File: config.mk
export PLATFORM = sky130hd
export DESIGN_NAME = mem_slot_sched
export DESIGN_NICKNAME = d
export VERILOG_FILES = /design/src/rtl/mem_slot_sched_pkg.sv /design/src/rtl/mem_slot_sched_rr3_pick.sv /design/src/rtl/mem_slot_sched.sv
export SDC_FILE = /design/constraint.sdc
export NUM_CORES = 1
export LEC_CHECK = 0
export CAP_MARGIN = 20
export CORE_MARGIN = 2
export CORE_UTILIZATION = 25
export DETAILED_ROUTE_END_ITERATION = 6
export GPL_TIMING_DRIVEN = 0
export PLACE_DENSITY = 0.4
export SETUP_SLACK_MARGIN = 0.3
export SKIP_CTS_REPAIR_TIMING = 1
export SYNTH_ARGS = -nofsm -noshare
export SYNTH_HDL_FRONTEND = slang
export SYNTH_SLANG_ARGS = --single-unit
File: constraint.sdc
create_clock -name MCK -period 8.85 [get_ports MCK]
set_input_delay 2.655 -clock MCK [delete_from_list [all_inputs] [get_ports MCK]]
set_output_delay 2.655 -clock MCK [all_outputs]
set_load 0.1 [all_outputs]
File: src/rtl/mem_slot_sched_pkg.sv
// Shared types and constants for the memory-slot scheduler.
package mem_slot_pkg;

  typedef enum logic [2:0] {
    OWN_IDLE,
    OWN_VID,
    OWN_REF,
    OWN_DSP,
    OWN_BLT,
    OWN_CPU
  } slot_owner_e;

  typedef logic [1:0] slot_phase_t;

  localparam slot_phase_t PH_START  = 2'd0;
  localparam slot_phase_t PH_MID    = 2'd1;
  localparam slot_phase_t PH_DECIDE = 2'd2;

  // Round-robin indices, also the bit positions in the rr request vector
  localparam logic [1:0] RR_DSP = 2'd0;
  localparam logic [1:0] RR_BLT = 2'd1;
  localparam logic [1:0] RR_CPU = 2'd2;

  // Next round-robin index, wrapping 2 -> 0
  function automatic logic [1:0] rr_next(input logic [1:0] idx);
    return (idx == RR_CPU) ? RR_DSP : idx + 2'd1;
  endfunction

endpackage

File: src/rtl/mem_slot_sched_rr3_pick.sv
// Combinational 3-way round-robin picker: first requester found searching
// from ptr_i upward (cyclically) wins; one-hot result, zero if no request.
module rr3_pick (
  input  logic [2:0] req_i,
  input  logic [1:0] ptr_i,
  output logic [2:0] pick_o
);

  logic [2:0] rot;
  logic [2:0] sel;

  // Rotate so the favoured requester sits in bit 0, fixed-priority select, rotate back
  always_comb begin
    case (ptr_i)
      2'd1:    rot = {req_i[0], req_i[2], req_i[1]};
      2'd2:    rot = {req_i[1], req_i[0], req_i[2]};
      default: rot = req_i;
    endcase

    sel = '0;
    if (rot[0])      sel = 3'b001;
    else if (rot[1]) sel = 3'b010;
    else if (rot[2]) sel = 3'b100;

    case (ptr_i)
      2'd1:    pick_o = {sel[1], sel[0], sel[2]};
      2'd2:    pick_o = {sel[0], sel[2], sel[1]};
      default: pick_o = sel;
    endcase
  end

endmodule

File: src/rtl/mem_slot_sched.sv
// Memory-slot scheduler: divides MCK into 3-tick slots and hands each slot
// to video, refresh, or a round-robin choice among DSP/blitter/CPU.
import mem_slot_pkg::*;

module mem_slot_sched #(
  parameter int unsigned REFPER   = 64,
  parameter int unsigned MAXBURST = 4
) (
  input  logic       MCK,
  input  logic       RESET,
  input  logic       VIDREQ,
  input  logic       DSPREQ,
  input  logic       BLTREQ,
  input  logic       CPUREQ,
  output logic [1:0] PHASE,
  output logic       SLOTSTART,
  output logic       VIDGNT,
  output logic       REFGNT,
  output logic       DSPGNT,
  output logic       BLTGNT,
  output logic       CPUGNT,
  output logic       REFOVF
);

  localparam int unsigned CW = (REFPER > 2) ? $clog2(REFPER) : 1;
  localparam int unsigned BW = $clog2(MAXBURST + 1);

  slot_phase_t   phase_q, phase_d;
  slot_owner_e   owner_q, owner_d;
  logic [CW-1:0] refcnt_q, refcnt_d;
  logic          refpend_q, refpend_d;
  logic          refovf_q, refovf_d;
  logic [1:0]    ptr_q, ptr_d;
  logic [BW-1:0] burst_q, burst_d;

  logic [2:0]    rr_req;
  logic [2:0]    rr_pick;
  logic [1:0]    pick_idx;
  logic [1:0]    eff_ptr;
  logic          rotate;

  assign rr_req = {CPUREQ, BLTREQ, DSPREQ};

  // Force the pointer past a favoured owner that used up its burst while others wait
  always_comb begin
    rotate  = (32'(burst_q) >= MAXBURST) && ((rr_req & ~(3'b001 << ptr_q)) != 3'b000);
    eff_ptr = rotate ? rr_next(ptr_q) : ptr_q;
  end

  rr3_pick u_pick (
    .req_i  (rr_req),
    .ptr_i  (eff_ptr),
    .pick_o (rr_pick)
  );

  // Slot arbitration and refresh bookkeeping, evaluated in the decide phase
  always_comb begin
    phase_d   = (phase_q == PH_DECIDE) ? PH_START : phase_q + 2'd1;
    owner_d   = owner_q;
    ptr_d     = ptr_q;
    burst_d   = burst_q;
    refcnt_d  = refcnt_q;
    refpend_d = refpend_q;
    refovf_d  = refovf_q;
    pick_idx  = rr_pick[1] ? RR_BLT : (rr_pick[2] ? RR_CPU : RR_DSP);

    if (phase_q == PH_DECIDE) begin
      if (VIDREQ) begin
        owner_d = OWN_VID;
      end else if (refpend_q) begin
        owner_d = OWN_REF;
      end else if (rr_pick == 3'b000) begin
        owner_d = OWN_IDLE;
        burst_d = '0;
      end else begin
        owner_d = rr_pick[0] ? OWN_DSP : (rr_pick[1] ? OWN_BLT : OWN_CPU);
        if (!rotate && pick_idx == ptr_q) begin
          if (32'(burst_q) < MAXBURST) burst_d = burst_q + BW'(1);
        end else begin
          ptr_d   = pick_idx;
          burst_d = BW'(1);
        end
      end

      // A refresh slot issued on the same edge as a new request consumes the old one
      if (refcnt_q == '0) begin
        refcnt_d  = CW'(REFPER - 1);
        refpend_d = 1'b1;
        if (refpend_q && owner_d != OWN_REF) refovf_d = 1'b1;
      end else begin
        refcnt_d = refcnt_q - CW'(1);
        if (owner_d == OWN_REF) refpend_d = 1'b0;
      end
    end
  end

  // State registers; reset parks in the decide phase so the first edge starts a slot
  always_ff @(posedge MCK or posedge RESET) begin
    if (RESET) begin
      phase_q   <= PH_DECIDE;
      owner_q   <= OWN_IDLE;
      refcnt_q  <= CW'(REFPER - 1);
      refpend_q <= 1'b0;
      refovf_q  <= 1'b0;
      ptr_q     <= RR_DSP;
      burst_q   <= '0;
    end else begin
      phase_q   <= phase_d;
      owner_q   <= owner_d;
      refcnt_q  <= refcnt_d;
      refpend_q <= refpend_d;
      refovf_q  <= refovf_d;
      ptr_q     <= ptr_d;
      burst_q   <= burst_d;
    end
  end

  assign PHASE     = phase_q;
  assign SLOTSTART = (phase_q == PH_START);
  assign VIDGNT    = (owner_q == OWN_VID);
  assign REFGNT    = (owner_q == OWN_REF);
  assign DSPGNT    = (owner_q == OWN_DSP);
  assign BLTGNT    = (owner_q == OWN_BLT);
  assign CPUGNT    = (owner_q == OWN_CPU);
  assign REFOVF    = refovf_q;

endmodule

After elaboration in Yosys (flattened, before gate mapping)
Cells that the tools add are included.

storage, ports and cells
  register bits = 18
  input bits = 6
  output and inout bits = 9
  logic and storage cells = 68

operators by class
  add/subtract/negate cells = 4
  order comparisons = 2
  eq/ne operators = 13
  shifts and indexed selects = 1
  muxes and demuxes = 22
  bitwise gates (word level) = 6
  reductions and logical operators = 13

operators with widths
  kind                                                       number
  two-way mux 3 bit                                          11
  one-hot mux 3 bit (2 select lines)                         2
  two-way mux 2 bit                                          5
  equality test 3 x 2 -> 1 bit (second input constant)       3
  equality test 2 bit (second input constant)                3
  equality test 3 bit (second input constant)                2
  zero test 6 bit                                            1
  two-way mux 6 bit                                          1
  != test 3 x 2 -> 1 bit (second input constant)             2
  subtractor 6 x 1 -> 6 bit (second input constant)          1
  AND reduction 5 bit                                        1
  adder 2 x 1 -> 2 bit (second input constant)               2
  NOT 1 bit                                                  4
  AND reduction 4 bit                                        1
  adder 3 x 1 -> 3 bit (second input constant)               1
  bitwise AND 3 bit                                          1
  equality test 3 x 1 -> 1 bit (second input constant)       1
  greater-or-equal comparator 3 bit (second input constant)  1
  logical AND 1 bit                                          3
  zero test 3 bit                                            1
  < comparator 3 bit (second input constant)                 1
  two-way mux 1 bit                                          3
  NOT 3 bit                                                  1
  AND reduction 3 bit                                        1
  other kinds (8)                                            8

Longest topological paths before layout
Gate-level depths: netlist of the first run.

  depth in word-level cells = 21
  gate-level depth with buffers = 15

Modules after synthesis
A second synthesis of the first run with hierarchy kept.

unflattened totals
  cell total of the unflattened synthesis = 128
  area, all modules = 1169.9 um^2

modules (own cells, without submodules)
  module          instances  cells an instance  area each (um^2)  sequential area each (um^2)
  mem_slot_sched  1          107                1038.5            459.2
  rr3_pick        1          21                 131.4             0.0

Worst setup path after synthesis of the first run
Ideal clock, no wire load.

  path type = register to output
  from = reg owner_q[1]
  to = out BLTGNT
  data arrival time = 2625 ps
  data required time = 6195 ps
  path slack = 3570 ps
  cell stages (with the launch flop) = 2
  path through = dfrtp_1 -> nor3b_1

on the way
  longest elaborated chain between the ends = 1

ends and longest elaborated chain
  element                 RTL line               text
  from (decl)             mem_slot_sched.sv:29   slot_owner_e owner_q, owner_d;
  from (signal assigned)  mem_slot_sched.sv:109  owner_q <= owner_d;
  equality test 3 bit     mem_slot_sched.sv:123  assign BLTGNT = (owner_q == OWN_BLT);
  to (decl)               mem_slot_sched.sv:20   output logic BLTGNT,

Every way passes these cells.

Final worst setup path of the first run
  from = in BLTREQ
  to = reg burst_q[0]

on the way
  longest elaborated chain between the ends = 16
  elaborated cells on any way between the ends = 21

ends and longest elaborated chain
  element                                                                RTL line                                                      text
  from (decl)                                                            mem_slot_sched.sv:13                                          input logic BLTREQ,
  bitwise AND 3 bit                                                      mem_slot_sched.sv:46                                          rotate = (32'(burst_q) >= MAXBURST) && ((rr_req & ~(3'b001 << ptr_q)) != 3'b000);
  nonzero test 3 bit                                                     mem_slot_sched.sv:46
  logical AND 1 bit                                                      mem_slot_sched.sv:46
  two-way mux 2 bit                                                      mem_slot_sched.sv:47                                          eff_ptr = rotate ? rr_next(ptr_q) : ptr_q;
  equality test 2 bit or equality test 2 x 1 -> 1 bit (tied branches)    mem_slot_sched_rr3_pick.sv:14, mem_slot_sched_rr3_pick.sv:25
  one-hot mux 3 bit (2 select lines)                                     mem_slot_sched_rr3_pick.sv:14                                 case (ptr_i)
  two-way mux 3 bit                                                      mem_slot_sched_rr3_pick.sv:23                                 else if (rot[2]) sel = 3'b100;
  two-way mux 3 bit                                                      mem_slot_sched_rr3_pick.sv:22                                 else if (rot[1]) sel = 3'b010;
  two-way mux 3 bit                                                      mem_slot_sched_rr3_pick.sv:21                                 if (rot[0]) sel = 3'b001;
  one-hot mux 3 bit (2 select lines)                                     mem_slot_sched_rr3_pick.sv:25                                 case (ptr_i)
  two-way mux 2 bit (2 in a row)                                         mem_slot_sched.sv:65                                          pick_idx = rr_pick[1] ? RR_BLT : (rr_pick[2] ? RR_CPU : RR_DSP);
  equality test 2 bit                                                    mem_slot_sched.sv:77                                          if (!rotate && pick_idx == ptr_q) begin
  logical AND 1 bit                                                      mem_slot_sched.sv:77
  != test 3 x 2 -> 1 bit (no line) or two-way mux 3 bit (tied branches)  --
  AND reduction 4 bit (no line) or two-way mux 3 bit (tied branches)     --
  to (signal assigned)                                                   mem_slot_sched.sv:114                                         burst_q <= burst_d;
  to (decl)                                                              mem_slot_sched.sv:34                                          logic [BW-1:0] burst_q, burst_d;

Parallel ways exist; a longest one is shown, timed or not.
A chain may end at the register's enable or synchronous reset.

==> flow_metrics.py, run 1 <==
metrics = {
    "global_route": {
        "grt_start_max_net_pins": 19,
        "grt_pass1_wl_mm": 5.68,
        "gr-total-overflow": 0,
        "antenna_found_initial": 0,
        "grt_use_total_pct": 11.2,
        "grt_pass1_vias": 1138,
    },
    "worst_setup_path": {
        "cp.depth": 15,
        "slowest_delay_ns": 0.53,
        "cp_data_required_time_ns": 8.99,
        "worst_setup_path_end_kind": "register",
        "critical_path.top_delay_family": "simple AND/OR/NAND/NOR gates",
        "worstPathArrival_ns": 6.05,
        "r2r_start": "ptr_q[0]",
        "regToRegEndpoint": "burst_q[0]",
        "path_cells": "clkdlybuf4s50_1 > buf_6 > inv_1 > o21ai_0 > o311a_4 > mux2i_1 > inv_1 > ha_1 > buf_6 > nor4b_4 > and3_1 > a211oi_2 > nor4_4 > a31oi_1 > o22a_1",
        "start_kind": "input port",
        "slowest_stage": "clkdlybuf4s50_1",
        "critPathBufInv": 5,
        "cp_max_fo": 10,
        "r2r_slack_ns": 5.45,
        "critPathKind": "input port to register",
        "cp-startpoint": "BLTREQ",
        "reg2regPathDepth": 14,
    },
    "floorplan": {
        "rows": 27,
        "dieArea_um2": 6400,
        "fp.coreArea_um2": 5540,
        "die-width_um": 80.0,
        "start_util_pct": 26.1,
        "die_h_um": 80.0,
        "ioPinCount": 15,
    },
    "synthesis": {
        "ys_ff_latch": 18,
        "synth.net_count": 176,
        "ys_types": 52,
        "netlist_area_um2": 1450,
        "synth.area.top_cells": "dfrtp_1, dfstp_2, ha_1",
        "postSynth.asyncResetShare_pct": 100,
        "synthCells": 163,
        "ys_warn_count": 0,
        "synth-seq-area-share_pct": 31.8,
        "synth_edf_count": 0,
        "synthFlopType": "dfrtp_1",
        "avgSynthCellArea_um2": 8.87,
        "synth_top_area_share_pct": 19.0,
        "synth_top_area_cell": "dfrtp_1",
    },
    "clock_network": {
        "cts_buffers": 3,
        "cts_tree": "yes",
        "clk_latency_ns": 0.25,
        "root_buffer": "clkbuf_8",
        "htree_levels": 1,
        "cts_sinks": 18,
        "cts_max_path_buffers": 2,
        "cts.reportedPaths.clkPinSlew_ns": 0.07,
    },
    "cells_and_area": {
        "instances_no_fill": 253,
        "final_nets": 195,
        "area_growth_pct": 19.7,
        "antenna_cells": 0,
        "final_area_um2": 1730,
        "drive_gt1_share_pct": 13.8,
    },
    "min_path": {
        "worstHoldEndpoint": "REFOVF",
        "hold_start": "REFOVF",
        "whs_path_depth": 1,
        "hold_path_class": "register to register",
    },
    "detailed_routing": {
        "first_iter_violations": 36,
        "drt_wl_total_mm": 3.30,
        "first_pass_iters": 4,
        "wl_per_cell_um": 13.0,
        "drc": 0,
        "ant_nets": 0,
        "viasPerCell": 4.81,
        "num_vias": 1218,
    },
    "sta": {
        "setup_viol": 0,
        "drv_slew": 0,
        "worst_pin_slew_ns": 0.976,
        "relSlewSlack_pct": 34.7,
        "rsz0062_at_grt": "no",
        "fin_tns_setup_ns": 0,
        "worst_clock_skew_ns": 0.00132,
        "max_freq_mhz": 169,
        "post-route-period-util_pct": 66.7,
        "fin_ws_ns": 2.94,
        "hold_viol": 0,
        "min_period_ns": 5.91,
    },
    "pwr": {
        "fin_total_pwr_uw": 526,
        "ir_worst_vdd_v": 0.0000799,
        "leakagePower_nw": 0.746,
        "p_per_area_nw_per_um2": 304,
    },
    "flow_run": {
        "drv_cap": 0,
    },
    "placed_design": {
        "gp_congestion": 0.803,
        "post-dp-hpwl_mm": 2.58,
        "place_area_um2": 1680,
        "placed_cells": 249,
        "port_buffers": 14,
        "dp_slack_ns": 2.66,
    },
    "run_status": {
        "status": "finished clean",
    },
}
==> how the worst max path moves through the flow <==
| stage | endpoint |
|---|---|
| after global routing | ptr_q[0] |
| after detailed placement | burst_q[0] |
| final | burst_q[0] |
| after floorplan | BLTGNT |
| after CTS | burst_q[0] |
| after global placement | ptr_q[0] |
==> routing by layer <==
layer	vias to the layer above	routed length, um	share of wire, %	GRT usage (%)
met5	-	0	0	0
met4	0	19	0.58	2.20
met3	4	68	2.1	2.71
met2	10	1610	49	18.3
met1	587	1590	48	14.9
li1	617	-	-	-
==> sequential cells by signal, indices dropped and copies added, names as in the netlist <==
signal	count
PHASE	2
REFOVF	1
burst_q	3
owner_q	3
ptr_q	2
refcnt_q	6
refpend_q	1
==> cell type report <==
cell class / instances / area (um^2)
tap: 72 / 90.1
sequential: 18 / 459
clock buffer: 4 / 55.1
inverter: 13 / 48.8
buffer: 9 / 73.8
timing repair buffer: 14 / 140
fill: 588 / 3810
multi-input combinational: 123 / 863
==> cells in the final DEF, fill, tap and decap left out, types with 3 or more instances in the layout <==
cell | Yosys | routed
nor2b_1 | 7 | 7
nor2_1 | 11 | 11
dfrtp_1 | 11 | 11
xnor2_1 | 3 | 3
clkbuf_8 | 0 | 4
ha_1 | 7 | 7
inv_1 | 13 | 13
a21oi_1 | 9 | 9
buf_6 | 5 | 5
clkdlybuf4s50_1 | 0 | 14
nand2_1 | 20 | 20
o21ai_0 | 7 | 7
dfstp_2 | 7 | 7
nand3_1 | 3 | 3
nor3b_1 | 3 | 3
and3b_1 | 4 | 4
a31oi_1 | 3 | 3
a21o_1 | 3 | 3
==> where the power goes <==
group	total (mW)	switching, mW	internal (mW)	leakage (nW)
sequential	0.116	0.0183	0.0977	0.210
clock	0.0670	0.0275	0.0395	0.0288
combinational	0.343	0.220	0.123	0.507
==> cells in the mapped netlist, types with 2 or more instances <==
master,n
a21o_1,3
o211ai_1,2
and3_1,2
and3b_1,4
a221oi_1,2
nor3b_1,3
nor2b_1,7
nand2_1,20
dfstp_2,7
a21oi_1,9
nand3_1,3
inv_1,13
xnor2_1,3
a31oi_1,3
o31ai_1,2
dfrtp_1,11
nor3_1,2
o21ai_1,2
nand3b_1,2
xor2_1,2
buf_2,2
o21ai_0,7
nor2_1,11
buf_6,5
clkbuf_1,2
nand2b_1,2
ha_1,7
==> cells by family (layout without fill, tap and decap cells) <==
| group | count (synthesis) | in the layout | synth area share, % |
|---|---|---|---|
| adders and majority gates | 7 | 7 | 6.06 |
| xor gates and xnor gates | 5 | 5 | 3.03 |
| AOI/OAI and AO/OA | 46 | 46 | 24.1 |
| buffers and inverters | 22 | 40 | 8.49 |
| DFF | 18 | 18 | 31.8 |
| and+or+nand+nor | 64 | 64 | 25.9 |
| muxes | 1 | 1 | 0.693 |
==> through the flow <==
stage                     utilization (%)  hold slack (ns)
after global routing                 31.2            0.503
after detailed placement             30.2            0.462
after global placement               30.2            0.455
after CTS                            31.2            0.474
final                                31.2            0.474
after floorplan                         -            0.461
==> worst reg2reg max path, cell delays in order (launching register included) <==
cell and delay, ns:
dfrtp_1 0.35, buf_2 0.16, nor2b_1 0.15, o21ai_0 0.19
o311a_4 0.26, mux2i_1 0.27, inv_1 0.09, ha_1 0.21
buf_6 0.14, nor4b_4 0.35, and3_1 0.22, a211oi_2 0.06
nor4_4 0.47, a31oi_1 0.15, o22a_1 0.21
(Power assumes the default switching activity.)
==> run 2, diff against run 1 <==
PLACE_DENSITY = 0.41   (was 0.4)
clock period = 5.4 ns   (was 8.85 ns; I/O delays follow)
==> run 2 against run 1 <==
Effect of this change:
- sequential cell count unchanged
- power increased by 67%
- critical path depth increased by 1
- final area increased by 0.87%
- critical path type unchanged
- clock skew increased by 0.0049 ns
- die area unchanged
- combinational power increased by 69%
- sequential power increased by 63%
==> flow_metrics.py, run 2 (synthesis results as in run 1) <==
metrics = {
    "cells_and_area": {
        "final_nets": 197,
        "layout_commonest_cell": "nand2_1",
        "antenna_cells": 0,
        "largest_reg_flops": 6,
        "top_regs": "refcnt_q (6), burst_q (3), owner_q (3)",
        "final_area_um2": 1750,
        "final_cell_mix": "nand2_1, clkdlybuf4s50_1, inv_1",
        "multi_input_area_um2": 863,
        "regArea_um2": 459,
        "area_growth_pct": 20.8,
        "drive_gt1_share_pct": 14.8,
        "n_fill_cell": 590,
        "utilization_pct": 31.5,
        "instances_no_fill": 255,
        "regMostFlops": "refcnt_q",
    },
    "sta": {
        "drv_slew": 0,
        "timing.hold.ws_ns": 0.482,
        "max_freq_mhz": 207,
        "setup_viol": 0,
        "post-route-period-util_pct": 89.6,
        "fin_ws_ns": 0.560,
        "worst_pin_slew_ns": 0.979,
        "rsz0062_at_grt": "no",
        "worst_clock_skew_ns": 0.00623,
        "min_period_ns": 4.84,
        "hold_viol": 0,
        "fin_tns_setup_ns": 0,
        "relSlewSlack_pct": 34.5,
    },
    "floorplan": {
        "ioPinCount": 15,
        "start_util_pct": 26.1,
        "rows": 27,
        "dieArea_um2": 6400,
        "die-width_um": 80.0,
        "die_h_um": 80.0,
        "fp.coreArea_um2": 5540,
    },
    "clock_network": {
        "cts_max_path_buffers": 2,
        "htree_levels": 1,
        "clk_latency_ns": 0.26,
        "cts_sinks": 18,
        "cts.reportedPaths.clkPinSlew_ns": 0.07,
        "cts_tree": "yes",
        "root_buffer": "clkbuf_8",
        "cts_buffers": 3,
    },
    "detailed_routing": {
        "first_pass_iters": 4,
        "drt_wl_total_mm": 3.28,
        "ant_nets": 0,
        "num_vias": 1252,
        "viasPerCell": 4.91,
        "drc": 0,
        "first_iter_violations": 52,
        "wl_per_cell_um": 12.8,
    },
    "min_path": {
        "worstHoldEndpoint": "REFOVF",
        "hold_path_class": "register to register",
        "hold_start": "REFOVF",
        "whs_path_depth": 1,
    },
    "global_route": {
        "gr-total-overflow": 0,
        "antenna_found_initial": 0,
        "grt_start_max_net_pins": 19,
        "grt_use_total_pct": 10.9,
        "grt_pass1_wl_mm": 5.64,
        "grt_pass1_vias": 1137,
    },
    "pwr": {
        "p_per_area_nw_per_um2": 504,
        "ir_worst_vdd_v": 0.000238,
        "leakagePower_nw": 0.756,
        "fin_total_pwr_uw": 880,
    },
    "placed_design": {
        "place_area_um2": 1680,
        "port_buffers": 14,
        "gp_congestion": 0.826,
        "dp_slack_ns": 0.203,
        "post-dp-hpwl_mm": 2.49,
        "placed_cells": 249,
    },
    "worst_setup_path": {
        "reg2regPathDepth": 15,
        "r2r_start": "ptr_q[0]",
        "critPathKind": "input port to register",
        "worstPathArrival_ns": 5.02,
        "cp_max_fo": 10,
        "path_cells": "clkdlybuf4s50_1 > buf_6 > inv_1 > o21ai_0 > o311a_4 > mux2i_1 > inv_1 > ha_1 > buf_6 > nor4b_4 > and3_1 > a211oi_2 > nor4_4 > buf_4 > a31oi_1 > o21ai_1",
        "start_kind": "input port",
        "r2r_slack_ns": 2.04,
        "regToRegEndpoint": "burst_q[1]",
        "slowest_delay_ns": 0.56,
        "worst_setup_path_end_kind": "register",
        "cp_data_required_time_ns": 5.58,
        "slowest_stage": "clkdlybuf4s50_1",
    },
    "run_status": {
        "status": "finished clean",
    },
    "flow_run": {
        "drv_cap": 0,
    },
}
## run 2: changes by cell type in the layout (fill, tap and decap cells not counted)
cell	delta
buf_4	+2
## run 2: report_power, final
part,switching [mW],internal (mW)
clock,0.0467,0.0648
combinational,0.362,0.218
sequential,0.0291,0.160
## run 2: layer usage
layer / track usage [%] / vias up / wire length, um
li1: - / 622 / -
met1: 14.7 / 607 / 1570
met2: 17.8 / 21 / 1630
met3: 2.38 / 2 / 76
met4: 2.20 / 0 / 4
met5: 0 / - / 0
## run 2: critical path: cells and delay by family
kind	cells	cell delay, ns
AOI/OAI and AO/OA	5	0.73
adders and majority gates	1	0.21
buffers and inverters	6	1.21
muxes	1	0.26
and+or+nand+nor	3	0.99
## run 2: layout make-up
class	instances	area share, %
multi-input combinational	123	49.5
sequential	18	26.3
timing repair buffer	16	8.89
tap	72	5.16
buffer	9	4.23
clock buffer	4	3.15
inverter	13	2.80
## run 2: how the worst max path moves through the flow
stage / end / start / cells after the start
after floorplan: BLTGNT / owner_q[1] / 1
after global placement: ptr_q[0] / BLTREQ / 15
after detailed placement: ptr_q[0] / BLTREQ / 15
after CTS: ptr_q[0] / BLTREQ / 15
after global routing: burst_q[1] / BLTREQ / 16
final: burst_q[1] / BLTREQ / 16
==> run 3, diff against run 2 <==
PLACE_DENSITY = 0.42   (was 0.41)
SYNTH_HIERARCHICAL = 1   (was not set)
==> run 3 against run 2 <==
Effect of this change:
- synthesized area decreased by 19%
- clock skew decreased by 0.0024 ns
- sequential cell count unchanged
- utilization increased by 0.76 points
- hold slack got worse by 0.012 ns
- clock power decreased by 4%
- fmax increased by 1.5%
- synthesized cell count decreased by 21%
- largest cell class unchanged
- highest routed layer unchanged
==> flow_metrics.py, run 3 <==
metrics = {
    "synthesis": {
        "synth.net_count": 140,
        "synth_most_common_cell": "nand2_1",
        "synthFlopType": "dfrtp_1",
        "synthCells": 128,
        "synth-seq-area-share_pct": 39.3,
        "synth.area.top_cells": "dfrtp_1, dfstp_2, ha_1",
        "postSynth.asyncResetShare_pct": 100,
        "ys_types": 38,
        "synth_common_cells": "nand2_1, dfrtp_1, nor2_1",
        "netlist_area_um2": 1170,
        "avgSynthCellArea_um2": 9.14,
        "ys_ff_latch": 18,
        "synth_edf_count": 0,
        "synth_top_area_cell": "dfrtp_1",
        "ys_warn_count": 6,
        "synth_top_area_share_pct": 23.5,
    },
    "clock_network": {
        "cts_buffers": 3,
        "cts_max_path_buffers": 2,
        "clk_latency_ns": 0.25,
        "cts_sinks": 18,
        "root_buffer": "clkbuf_8",
        "cts.reportedPaths.clkPinSlew_ns": 0.07,
        "htree_levels": 1,
        "cts_tree": "yes",
    },
    "detailed_routing": {
        "num_vias": 919,
        "viasPerCell": 4.64,
        "ant_nets": 0,
        "drt_wl_total_mm": 2.36,
        "first_pass_iters": 6,
        "drc": 0,
        "first_iter_violations": 32,
        "wl_per_cell_um": 11.9,
    },
    "placed_design": {
        "post-dp-hpwl_mm": 1.79,
        "place_area_um2": 1380,
        "gp_congestion": 0.786,
        "port_buffers": 14,
    },
    "cells_and_area": {
        "antenna_cells": 0,
        "final_nets": 159,
        "final_area_um2": 1430,
        "n_fill_cell": 471,
        "top_regs": "refcnt_q (6), burst_q (3), owner_q (3)",
        "layout_commonest_cell": "nand2_1",
        "final_cell_mix": "nand2_1, clkdlybuf4s50_1, dfrtp_1, nor2_1, inv_1",
        "drive_gt1_share_pct": 15.1,
        "multi_input_area_um2": 662,
        "area_growth_pct": 22.6,
        "largest_reg_flops": 6,
        "regMostFlops": "refcnt_q",
        "regArea_um2": 459,
    },
    "worst_setup_path": {
        "critPathKind": "input port to register",
        "start_kind": "input port",
        "slowest_delay_ns": 0.63,
        "critical_path.top_delay_family": "simple AND/OR/NAND/NOR gates",
        "worst_setup_path_end_kind": "register",
        "path_cells": "clkdlybuf4s50_1 > mux2i_1 > a21oi_1 > nand2_1 > mux2_2 > ha_1 > nor2b_1 > a32oi_1 > o21ai_1 > or3_1 > nand2_1 > nor2_2 > mux2_1",
        "critPathBufInv": 1,
        "cp_max_fo": 8,
        "worst_path_most_repeated_cell": "nand2_1",
        "worstPathArrival_ns": 4.90,
        "cp_data_required_time_ns": 5.54,
        "slowest_stage": "clkdlybuf4s50_1",
    },
    "sta": {
        "fin_tns_setup_ns": 0,
        "post-route-period-util_pct": 88.3,
        "rsz0062_at_grt": "no",
        "worst_pin_slew_ns": 0.978,
        "max_freq_mhz": 210,
        "worst_clock_skew_ns": 0.00385,
        "relSlewSlack_pct": 34.6,
        "min_period_ns": 4.77,
        "drv_slew": 0,
        "setup_viol": 0,
        "hold_viol": 0,
    },
    "floorplan": {
        "rows": 24,
        "start_util_pct": 26.3,
        "die-width_um": 72.4,
        "fp.coreArea_um2": 4440,
        "dieArea_um2": 5240,
        "die_h_um": 72.4,
        "ioPinCount": 15,
    },
    "flow_run": {
        "drv_cap": 0,
    },
    "global_route": {
        "grt_use_total_pct": 10.1,
        "antenna_found_initial": 0,
        "grt_pass1_vias": 917,
        "gr-total-overflow": 0,
        "grt_start_max_net_pins": 19,
        "grt_pass1_wl_mm": 4.21,
    },
    "pwr": {
        "ir_worst_vdd_v": 0.000158,
        "p_per_area_nw_per_um2": 457,
        "leakagePower_nw": 0.603,
    },
    "run_status": {
        "status": "finished clean",
    },
    "min_path": {
        "hold_path_class": "register to register",
    },
}
==> run 3: cell count changes after synthesis, moves of 3 or more <==
cell | previous run | this run
nand2_1 | 20 | 15
nand2b_1 | 2 | 5
nand3_1 | 3 | 0
a21o_1 | 3 | 0
buf_6 | 5 | 1
inv_1 | 13 | 10
==> run 3: cell families (layout without fill, tap and decap cells) <==
group                      after synthesis  in the layout  synth area share, %
buffers and inverters                   12             30                 4.49
DFF                                     18             18                 39.3
adders and majority gates                6              6                 6.42
xor gates and xnor gates                 5              5                 4.39
muxes                                    4              4                 3.74
and+or+nand+nor                         53             53                 24.6
AOI/OAI and AO/OA                       30             30                 17.1
==> run 3: final timing paths <==
| kind | from | to | slack [ns] | cells after the start |
|---|---|---|---|---|
| setup / recovery | CPUREQ | ptr_q[0] | 0.63 | 13 |
| hold / removal | REFOVF | REFOVF | 0.47 | 1 |
| setup reg to reg | ptr_q[0] | ptr_q[0] | 2.12 | 12 |
| hold reg to reg | REFOVF | REFOVF | 0.47 | 1 |
| max in group asynchronous | RESET | burst_q[0] | 3.18 | 2 |
| min in group asynchronous | RESET | PHASE[0] | 1.77 | 2 |
==> run 3: cell type report <==
cell class / instances / share of cell area, %
plain buffers: 2 / 1.05
clock buffers: 4 / 3.84
inverters: 10 / 2.62
multi-input cells: 98 / 46.2
flip-flops and latches: 18 / 32.0
well taps: 52 / 4.54
repair buffers: 14 / 9.77
==> run 3: layer usage <==
layer / share of wire (%) / wire, um / GRT usage (%) / vias to the layer above
met1: 50 / 1180 / 13.9 / 426
met3: 3.9 / 92 / 3.33 / 2
li1: - / - / - / 477
met2: 45 / 1070 / 15.8 / 14
met5: 0 / 0 / 0 / -
met4: 0.51 / 12 / 1.23 / 0
==> run 3: metrics by stage <==
stage | utilization (%) | hold slack, ns | std cells | power [mW] | worst slack (ns)
after floorplan | - | 0.466 | 128 | 0.477 | 1.16
after global placement | 30.9 | 0.471 | 194 | 0.546 | 0.303
after detailed placement | 30.9 | 0.464 | 194 | 0.548 | 0.282
after CTS | 32.2 | 0.480 | 198 | 0.662 | 0.508
after global routing | 32.3 | 0.505 | 198 | 0.718 | 0.311
final | 32.3 | 0.470 | 198 | 0.656 | 0.634
==> run 3: power by group <==
| part | internal (mW) | switching [mW] |
|---|---|---|
| Sequential | 0.157 | 0.0261 |
| Combinational | 0.142 | 0.223 |
| Clock | 0.0647 | 0.0427 |
| Total | 0.364 | 0.292 |
